### src/rtl/v_pipe_update.sv
// v_pipe_update: write-side read-modify-write pipeline for the per-product state table.
//
// A command accepted in S0 issues a table read, captures the read data in S1,
// computes the updated list state in S2, writes it in S3 and responds in S4.
// Per-stage valid/prod_id (S1..S4) are exported so the query pipeline can mark
// in-flight products as busy.
//
// Optional feature macro: V_PIPE_UPDATE_FWD_EN
//   undefined : same-ID commands stall while an older one sits in S1..S3.
//   defined   : o_upd_rdy is held high (low only in reset) and the S1->S2
//               capture forwards the newest in-flight state for that ID.
//
// Ports
//   clk, rst                    clock, synchronous active-high reset
//   i_upd_vld/op/prod_id/level/key/size, o_upd_rdy   command input
//   o_upd_vld_r, o_upd_error    response (S4)
//   o_state_ren/raddr, i_state_rdata                  table read, 1-cycle latency
//   o_state_wen/waddr/wdata     table write (S3)
//   o_sN_upd_vld_r, o_sN_upd_prod_id_r (N=1..4)       stage occupancy export
//
// Handshake: a command transfers on a rising edge where i_upd_vld & o_upd_rdy
// are both high and rst is low; o_upd_rdy does not depend on i_upd_vld, the
// command fields must be held stable while i_upd_vld is high and not accepted.

package v_pkg;
    localparam int ENTRIES_N = 4;
    localparam int ID_W      = 4;

    typedef logic [ID_W-1:0]                    id_t;
    typedef id_t                                addr_t;
    typedef logic [2:0]                         level_t;
    typedef logic [7:0]                         key_t;
    typedef logic [15:0]                        volume_t;
    typedef logic [$clog2(ENTRIES_N+1)-1:0]     listsize_t;

    typedef struct packed {
        logic [ENTRIES_N-1:0]    vld;
        key_t [ENTRIES_N-1:0]    key;
        volume_t [ENTRIES_N-1:0] volume;
        listsize_t               listsize;
    } state_t;

    typedef enum logic [1:0] {
        OP_ADD = 2'd0,
        OP_DEL = 2'd1,
        OP_REP = 2'd2,
        OP_CLR = 2'd3
    } op_e;
endpackage

module v_pipe_update #(
    // Must match v_pkg::ENTRIES_N, which sizes the state_t vectors.
    parameter int ENTRIES_N = v_pkg::ENTRIES_N
) (
    input  logic             clk,
    input  logic             rst,
    input  logic             i_upd_vld,
    input  logic [1:0]       i_upd_op,
    input  v_pkg::id_t       i_upd_prod_id,
    input  v_pkg::level_t    i_upd_level,
    input  v_pkg::key_t      i_upd_key,
    input  v_pkg::volume_t   i_upd_size,
    output logic             o_upd_rdy,
    output logic             o_upd_vld_r,
    output logic             o_upd_error,
    output logic             o_state_ren,
    output v_pkg::addr_t     o_state_raddr,
    input  v_pkg::state_t    i_state_rdata,
    output logic             o_state_wen,
    output v_pkg::addr_t     o_state_waddr,
    output v_pkg::state_t    o_state_wdata,
    output logic             o_s1_upd_vld_r,
    output v_pkg::id_t       o_s1_upd_prod_id_r,
    output logic             o_s2_upd_vld_r,
    output v_pkg::id_t       o_s2_upd_prod_id_r,
    output logic             o_s3_upd_vld_r,
    output v_pkg::id_t       o_s3_upd_prod_id_r,
    output logic             o_s4_upd_vld_r,
    output v_pkg::id_t       o_s4_upd_prod_id_r
);
    localparam int            LVL_IW  = (ENTRIES_N > 1) ? $clog2(ENTRIES_N) : 1;
    localparam v_pkg::level_t LVL_LIM = v_pkg::level_t'(ENTRIES_N);

    logic            accept;

    logic            s1_vld_q, s2_vld_q, s3_vld_q, s4_vld_q;
    v_pkg::op_e      s1_op_q, s2_op_q;
    v_pkg::id_t      s1_id_q, s2_id_q, s3_id_q, s4_id_q;
    v_pkg::level_t   s1_level_q, s2_level_q;
    v_pkg::key_t     s1_key_q, s2_key_q;
    v_pkg::volume_t  s1_size_q, s2_size_q;
    v_pkg::state_t   s1_st;
    v_pkg::state_t   s2_st_q, s2_st_d, s3_st_q;
    logic            s2_err, s3_err_q, s4_err_q;
    logic            s2_in_range;
    logic [LVL_IW-1:0] s2_idx;

`ifdef V_PIPE_UPDATE_FWD_EN
    v_pkg::state_t   s4_st_q;

    assign o_upd_rdy = !rst;

    // Youngest older command with the same ID wins; its next state is valid
    // even when it errored, because an error leaves the state untouched.
    // S4 is included because the read for S1 overlapped that command's write.
    always_comb begin
        s1_st = i_state_rdata;
        if (s2_vld_q && (s2_id_q == s1_id_q)) begin
            s1_st = s2_st_d;
        end else if (s3_vld_q && (s3_id_q == s1_id_q)) begin
            s1_st = s3_st_q;
        end else if (s4_vld_q && (s4_id_q == s1_id_q)) begin
            s1_st = s4_st_q;
        end
    end
`else
    // Stall while an older same-ID command has not yet written; S4 is exempt
    // because its write landed at the end of S3.
    always_comb begin
        o_upd_rdy = 1'b1;
        if ((s1_vld_q && (s1_id_q == i_upd_prod_id)) ||
            (s2_vld_q && (s2_id_q == i_upd_prod_id)) ||
            (s3_vld_q && (s3_id_q == i_upd_prod_id))) begin
            o_upd_rdy = 1'b0;
        end
    end

    always_comb begin
        s1_st = i_state_rdata;
    end
`endif

    assign accept        = i_upd_vld & o_upd_rdy & !rst;
    assign o_state_ren   = accept;
    assign o_state_raddr = i_upd_prod_id;

    // S2: modify the captured list state.
    assign s2_in_range = (s2_level_q < LVL_LIM);
    assign s2_idx      = s2_level_q[LVL_IW-1:0];

    always_comb begin
        s2_st_d = s2_st_q;
        s2_err  = 1'b0;
        case (s2_op_q)
            v_pkg::OP_ADD: begin
                if (!s2_in_range || s2_st_q.vld[s2_idx]) begin
                    s2_err = 1'b1;
                end else begin
                    s2_st_d.vld[s2_idx]    = 1'b1;
                    s2_st_d.key[s2_idx]    = s2_key_q;
                    s2_st_d.volume[s2_idx] = s2_size_q;
                    s2_st_d.listsize       = s2_st_q.listsize + v_pkg::listsize_t'(1);
                end
            end
            v_pkg::OP_DEL: begin
                if (!s2_in_range || !s2_st_q.vld[s2_idx]) begin
                    s2_err = 1'b1;
                end else begin
                    s2_st_d.vld[s2_idx] = 1'b0;
                    s2_st_d.listsize    = s2_st_q.listsize - v_pkg::listsize_t'(1);
                end
            end
            v_pkg::OP_REP: begin
                if (!s2_in_range || !s2_st_q.vld[s2_idx]) begin
                    s2_err = 1'b1;
                end else begin
                    s2_st_d.key[s2_idx]    = s2_key_q;
                    s2_st_d.volume[s2_idx] = s2_size_q;
                end
            end
            default: begin
                // CLR keeps key/volume contents; only validity and count drop.
                s2_st_d.vld      = '0;
                s2_st_d.listsize = '0;
            end
        endcase
    end

    // Stage occupancy; reset drops every in-flight command.
    always_ff @(posedge clk) begin
        if (rst) begin
            s1_vld_q <= 1'b0;
            s2_vld_q <= 1'b0;
            s3_vld_q <= 1'b0;
            s4_vld_q <= 1'b0;
        end else begin
            s1_vld_q <= accept;
            s2_vld_q <= s1_vld_q;
            s3_vld_q <= s2_vld_q;
            s4_vld_q <= s3_vld_q;
        end
    end

    // Payload registers are qualified by the stage valids and need no reset.
    always_ff @(posedge clk) begin
        s1_op_q    <= v_pkg::op_e'(i_upd_op);
        s1_id_q    <= i_upd_prod_id;
        s1_level_q <= i_upd_level;
        s1_key_q   <= i_upd_key;
        s1_size_q  <= i_upd_size;

        s2_op_q    <= s1_op_q;
        s2_id_q    <= s1_id_q;
        s2_level_q <= s1_level_q;
        s2_key_q   <= s1_key_q;
        s2_size_q  <= s1_size_q;
        s2_st_q    <= s1_st;

        s3_id_q    <= s2_id_q;
        s3_err_q   <= s2_err;
        s3_st_q    <= s2_st_d;

        s4_id_q    <= s3_id_q;
        s4_err_q   <= s3_err_q;
`ifdef V_PIPE_UPDATE_FWD_EN
        s4_st_q    <= s3_st_q;
`endif
    end

    // Gated by rst so a command caught in S3/S4 when reset rises never lands.
    assign o_state_wen   = s3_vld_q & !s3_err_q & !rst;
    assign o_state_waddr = s3_id_q;
    assign o_state_wdata = s3_st_q;

    assign o_upd_vld_r   = s4_vld_q & !rst;
    assign o_upd_error   = s4_vld_q & s4_err_q & !rst;

    assign o_s1_upd_vld_r     = s1_vld_q;
    assign o_s1_upd_prod_id_r = s1_id_q;
    assign o_s2_upd_vld_r     = s2_vld_q;
    assign o_s2_upd_prod_id_r = s2_id_q;
    assign o_s3_upd_vld_r     = s3_vld_q;
    assign o_s3_upd_prod_id_r = s3_id_q;
    assign o_s4_upd_vld_r     = s4_vld_q;
    assign o_s4_upd_prod_id_r = s4_id_q;

endmodule

### config.mk
export PLATFORM = sky130hd
export DESIGN_NAME = v_pipe_update
export DESIGN_NICKNAME = d
export VERILOG_FILES = /design/src/rtl/v_pipe_update.sv
export SDC_FILE = /design/constraint.sdc
export NUM_CORES = 1
export LEC_CHECK = 0
export ABC_AREA = 1
export CORE_MARGIN = 3
export CORE_UTILIZATION = 38
export DETAILED_ROUTE_END_ITERATION = 6
export GPL_TIMING_DRIVEN = 0
export MAX_ROUTING_LAYER = met4
export PLACE_DENSITY_LB_ADDON = 0.12
export SYNTH_ARGS = -nofsm -noshare
export SYNTH_HDL_FRONTEND = slang
export SYNTH_SLANG_ARGS = --single-unit
### constraint.sdc
create_clock -name clk -period 2.7 [get_ports clk]
set_input_delay 0.405 -clock clk [delete_from_list [all_inputs] [get_ports clk]]
set_output_delay 0.405 -clock clk [all_outputs]
set_load 0.05 [all_outputs]
==> flow_summary.yaml, run 1 <==
layout:
  mostFrequentLayoutCells: "445 x nand2_1, 286 x dfxtp_1, 272 x clkdlybuf4s50_1"
  commonest_non_fill_non_tap_cell_in_the_layout: "nand2_1"
  final-seq-area_sq_mm: 0.005725
  area_growth_pct: 36.42
  multi_input_comb_area_sq_mm: 0.004502
  fillerInstances: 2831
  instances_no_fill: 2212
  final_net_count: 1943
  drive_gt1_frac: 0.06645
power_and_ir_drop:
  power_leakage_nw: 7.227
  peakVddDrop_uv: 507.3
  total_power_after_layout_mw: 11.24
  power.density_cell_area_mw_per_mm2: 714.7
flow_run:
  max-cap-violations: 0
grt:
  met1_usage: 0.3276
  initial_antenna_violation_count: 2
  grt-busiest-layer: "met2"
  gr-usage-met2: 0.3584
  number_of_global_route_vias_before_repair: 10460
  global_route.overflow_total: 0
  grt_start_max_net_pins: 16
  grt.total_usage: 0.2395
  gr-usage-met3: 0.03835
  grt_first_pass_wirelength_microns: 60060
logic_synthesis:
  syn_area_per_cell_sq_um: 7.725
  mappedNetlistNets: 1638
  synthDominantCellAreaShare: 0.4964
  yosysWarnings: 0
  ys_ff_latch: 286
  syn_inst: 1493
  synthesis.area_sq_mm: 0.01153
  synth_top_area_cell: "dfxtp_1"
  share_of_synthesized_area_occupied_by_flip_flops_and_latches: 0.4964
  synth_area_leaders: "dfxtp_1 50%, nand2_1 14%, o211ai_1 11%"
  synth_cell_types: 28
timing:
  timing.final.hold_violations: 0
  max-slew-margin-rel: 0.4900
  setup_violations: 0
  rsz0062_at_grt: "false"
  finClkSkew_ps: 25.41
  finalCritPeriodShare: 0.9506
  fmax_mhz: 389.6
  transition_time_at_the_pin_with_the_least_slew_margin_ps: 765.0
  final_period_minus_worst_setup_slack_ps: 2567
  maxSlewViolCount: 0
critical_path:
  cp_cell_sequence: "clkdlybuf4s50_1 > or2_2 > a21oi_1 > nand4_1 > nand3_1 > nor2_1 > dlygate4sd2_1"
  timing.setup.critical_path_class: "in -> out"
  cpPeakStageDelay_ps: 520
  worst-path-buf-inv: 2
  worst_setup_path_end_kind: "primary output"
  critical_path.startpoint_type: "primary input"
  arrival_time_reported_for_the_critical_path_endpoint_ps: 2160
  cp_top_family: "buffers and inverters"
  required_ps: 2300
  critical-path-slowest-cell: "clkdlybuf4s50_1"
  cp_max_fo: 6
die:
  floorplan.io_pins: 275
  fp-row-count: 63
  floorplan.core_area_sq_mm: 0.02980
  die_width_microns: 180.2
  design.die.area_sq_mm: 0.03248
  die_h_microns: 180.2
  start_util: 0.3871
clock_tree:
  cts-buffers-inserted: 29
  numClockSinks: 286
  clock_tree.htree_level_count: 1
  clock_pin_slew_on_the_worst_setup_and_hold_paths_ps: 70
  cts_tree: "done"
  post_cts_hold_fix_bufs: 0
  clock_latency_ps: 560
  postCtsSetupBuffers: 0
  post_cts_resized: 2
  maximum_root_to_sink_buffer_count: 3
  ctsRootBufferMaster: "clkbuf_16"
hold_path:
  min-delay-path-class: "in -> reg"
placement:
  io_port_bufs: 274
  routabilityCongestion: 0.8965
  dp.cells: 2157
  detailedPlacementHpwl_microns: 28790
run_status:
  run_status: "finished, final reports clean"
route:
  viasPerCell: 5.061
  wl_per_cell_microns: 18.01
  route.antenna.remaining_nets: 0
  firstDrtPassIters: 6
  routed_wl_microns: 39830
  detail_route.iter0.violations: 1150
  routed-via-count: 11190
  detail_route.drc_violations: 0
cells in the mapped netlist:
library cell,n
nor2_2,1
buf_1,2
ha_1,6
inv_4,1
xnor2_1,4
nand2_1,445
a21oi_1,10
o211ai_1,168
or2_2,1
nor2_1,21
nor3_1,2
o21ai_0,99
nor2_4,2
inv_1,193
nand2_4,1
inv_2,1
nand3_4,1
o22ai_1,2
xor2_1,1
nand4_1,5
buf_6,10
buf_4,18
o21bai_1,4
buf_2,31
nand2_2,3
clkbuf_1,43
dfxtp_1,286
nand3_1,132
sequential cells by signal (all words and copies together), names as in the netlist, 2 cells and up:
signal	cells
o_state_wdata	103
o_s1_upd_prod_id_r	4
s2_size_q	16
s2_level_q	3
o_s4_upd_prod_id_r	4
o_s3_upd_prod_id_r	4
s1_key_q	8
o_s2_upd_prod_id_r	4
s2_st_q	103
s1_op_q	2
s2_op_q	2
s1_size_q	16
s2_key_q	8
s1_level_q	3
final timing paths:
kind	slack, ps	cells after the start	from	to
max	130	7	i_upd_prod_id[2]	o_state_ren
min	280	1	i_upd_key[3]	s1_key_q[3]
min reg2reg	320	0	s1_key_q[5]	s2_key_q[5]
max reg2reg	210	8	s2_op_q[0]	o_state_wdata[25]
cell type report:
class | instances | share of cell area
Sequential cell | 286 | 0.3639
Tap cell | 390 | 0.03101
Antenna cell | 1 | 0.0001590
Inverter | 195 | 0.04668
Clock buffer | 33 | 0.04771
Clock inverter | 21 | 0.01392
Timing Repair Buffer | 274 | 0.1742
Buffer | 104 | 0.03634
Multi-Input combinational cell | 908 | 0.2861
power by group:
group | internal [mW] | leakage [nW] | switching [mW] | total (mW)
logic | 0.845 | 4.35 | 1.58 | 2.43
registers | 4.55 | 2.41 | 0.198 | 4.75
clock network | 2.32 | 0.466 | 1.75 | 4.07
total | 7.71 | 7.23 | 3.53 | 11.2
kinds of logic (layout without fill, tap and decap cells):
kind of cell / count (synthesis) / count (layout) / share of synthesized area
simple gates: 614 / 614 / 0.2197
fa+ha+maj: 6 / 6 / 0.006509
compound gates: 283 / 283 / 0.1603
buf+inv: 299 / 627 / 0.1133
other cells: 0 / 1 / 0
xor+xnor: 5 / 5 / 0.003797
flops: 286 / 286 / 0.4964
worst register-to-register path: cells and delay by family, from the launching register on:
kind	cells	cell delay (ps)
flip-flops	1	370
adder cells (fa/ha/maj)	1	180
AND/OR/NAND/NOR	3	750
buffers and inverters	4	1140
stage by stage:
step | utilization | setup TNS (ps) | worst slack [ps] | area, sq um | hold slack (ps)
global route | 0.5281 | 0 | 9.850 | 15730 | 267.0
CTS | 0.5280 | 0 | 149.5 | 15730 | 261.5
finish | 0.5281 | 0 | 133.4 | 15730 | 285.0
floorplan | - | 0 | 489.1 | 11530 | 309.6
detailed placement | 0.4955 | -251.0 | -129.2 | 14760 | 312.1
global placement | 0.4955 | -210.1 | -106.7 | 14760 | 313.2
per-layer routing:
layer	vias up	routed length [microns]
li1	5452	-
met1	5113	17780
met2	543	17330
met3	86	3058
met4	0	1665
met5	-	0
(Power assumes the default switching activity.)
==> inputs of run 2 (changes only) <==
--- a/config.mk
+++ b/config.mk
@@ -7,9 +7,10 @@
 export LEC_CHECK = 0
 export ABC_AREA = 1
 export CORE_MARGIN = 3
-export CORE_UTILIZATION = 38
+export CORE_UTILIZATION = 55
+export CTS_BUF_LIST = sky130_fd_sc_hd__clkbuf_4 sky130_fd_sc_hd__clkbuf_8
 export DETAILED_ROUTE_END_ITERATION = 6
-export GPL_TIMING_DRIVEN = 0
+export GPL_TIMING_DRIVEN = 1
 export MAX_ROUTING_LAYER = met4
 export PLACE_DENSITY_LB_ADDON = 0.12
 export SYNTH_ARGS = -nofsm -noshare
==> run 2 against run 1 <==
  * Wire length is 19% lower
  * Die area is 30% lower
  * Cell area is 2.1% lower
  * Non-clock buffer count is 85 lower
  * Critical path depth is 4 lower
  * Sequential power hardly changed
  * Worst setup slack better by 270 ps
  * Hold slack better by 2.1 ps
  * Total power is 0.34% lower
  * Sequential share of layout area is 0.77 points higher
  * Largest cell class unchanged
==> flow_summary.yaml, run 2 (synthesized netlist as in run 1, its figures left out) <==
critical_path:
  cp_cell_sequence: "clkdlybuf4s50_1 > nor2_1 > clkdlybuf4s50_1"
  timing.setup.critical_path_class: "in -> out"
  arrival_time_reported_for_the_critical_path_endpoint_ps: 1890
  worst_setup_path_end_kind: "primary output"
  critical_path_s_most_frequent_cell: "clkdlybuf4s50_1"
  cp_max_fo: 7
  required_ps: 2300
  critical-path-slowest-cell: "clkdlybuf4s50_1"
  critical_path.startpoint_type: "primary input"
  cpPeakStageDelay_ps: 810
layout:
  drive_gt1_frac: 0.06912
  layout.core_utilization: 0.7542
  final_net_count: 1875
  instances_no_fill: 2038
  fillerInstances: 1510
  area_growth_pct: 33.60
  mostFrequentLayoutCells: "442 x nand2_1, 286 x dfxtp_1, 271 x clkdlybuf4s50_1"
  stdcell_area_sq_mm: 0.01541
  commonest_non_fill_non_tap_cell_in_the_layout: "nand2_1"
placement:
  io_port_bufs: 274
  dp.cells: 1952
  placed_cell_areas_sq_mm: 0.01435
  routabilityCongestion: 0.8456
  detailedPlace.worstSlack_ps: 391.2
  detailedPlacementHpwl_microns: 21340
route:
  detail_route.iter0.violations: 802
  route.antenna.remaining_nets: 0
  viasPerCell: 5.243
  firstDrtPassIters: 5
  routed-via-count: 10690
  detail_route.drc_violations: 0
  routed_wl_microns: 32290
  wl_per_cell_microns: 15.84
grt:
  grt_first_pass_wirelength_microns: 50630
  grt.total_usage: 0.2871
  grt_start_max_net_pins: 101
  initial_antenna_violation_count: 4
  global_route.overflow_total: 0
  number_of_global_route_vias_before_repair: 10200
die:
  fp-row-count: 52
  floorplan.io_pins: 275
  start_util: 0.5646
  design.die.area_sq_mm: 0.02274
  die_width_microns: 150.8
  floorplan.core_area_sq_mm: 0.02043
  die_h_microns: 150.8
timing:
  finClkSkew_ps: 15.59
  final_period_minus_worst_setup_slack_ps: 2294
  maxSlewViolCount: 0
  setup_violations: 0
  max-slew-margin-rel: 0.2462
  finalCritPeriodShare: 0.8495
  final.hold.worst_slack_ps: 287.0
  timing.final.hold_violations: 0
  transition_time_at_the_pin_with_the_least_slew_margin_ps: 1128
  rsz0062_at_grt: "false"
  fmax_mhz: 436.0
  fin_setup_tns_ps: 0
  setup_ws_ps: 406.3
flow_run:
  max-cap-violations: 0
clock_tree:
  ctsRootBufferMaster: "clkbuf_8"
  numClockSinks: 286
  clock_latency_ps: 560
  clock_tree.htree_level_count: 2
  cts_tree: "done"
  cts-buffers-inserted: 46
  maximum_root_to_sink_buffer_count: 3
  post_cts_resized: 0
  post_cts_hold_fix_bufs: 0
  clock_pin_slew_on_the_worst_setup_and_hold_paths_ps: 70
  postCtsSetupBuffers: 0
run_status:
  run_status: "finished, final reports clean"
power_and_ir_drop:
  power_leakage_nw: 7.150
  total_power_after_layout_mw: 11.21
  power.density_cell_area_mw_per_mm2: 727.3
  peakVddDrop_uv: 571.9
hold_path:
  min-delay-path-class: "in -> reg"
==> run 2: cell types whose count changed in the layout (fill, tap and decap cells not counted), moves of 3 or more <==
cell	before	now
clkbuf_8	1	57
clkbuf_1	46	0
buf_2	31	0
clkbuf_16	29	0
clkbuf_4	0	11
buf_12	0	10
buf_6	10	0
buf_4	18	12
inv_6	6	1
nand2_1	445	442
==> run 2: cell type report <==
type,count,area (sq um),area share
antenna,3,7.507,0.0004872
clock buffer,68,867.1,0.05627
clock inverter,15,186.4,0.01210
inverter,195,734.5,0.04767
multi-input combinational,908,4547,0.2951
sequential,286,5725,0.3716
tap,270,337.8,0.02192
timing repair buffer,293,3003,0.1949
==> run 2: report_power, final <==
group	internal, mW	switching [mW]	total (mW)	leakage, nW
clock network	2.45	1.70	4.16	0.549
logic	0.824	1.48	2.30	4.19
registers	4.55	0.196	4.75	2.41
total	7.83	3.38	11.2	7.15
==> run 2: worst max-delay path: cells and delay by family <==
kind	cells	cell delay, ps
buffers and inverters	2	1330
and+or+nand+nor	1	150
==> run 2: final timing paths <==
| check | start | to | slack (ps) | cells after the start |
|---|---|---|---|---|
| max | rst | o_upd_error | 410 | 3 |
| min | i_upd_size[7] | s1_size_q[7] | 290 | 1 |
| max reg2reg | s2_level_q[0] | o_state_wdata[85] | 500 | 8 |
| min reg2reg | s1_op_q[1] | s2_op_q[1] | 320 | 0 |
==> run 2: metal layers <==
layer | wire length, microns | GRT usage | share of wire
met5 | 0 | - | 0
met4 | 1313 | 0.1355 | 0.041
met3 | 3085 | 0.06373 | 0.096
met2 | 14770 | 0.4532 | 0.46
met1 | 13120 | 0.3515 | 0.41
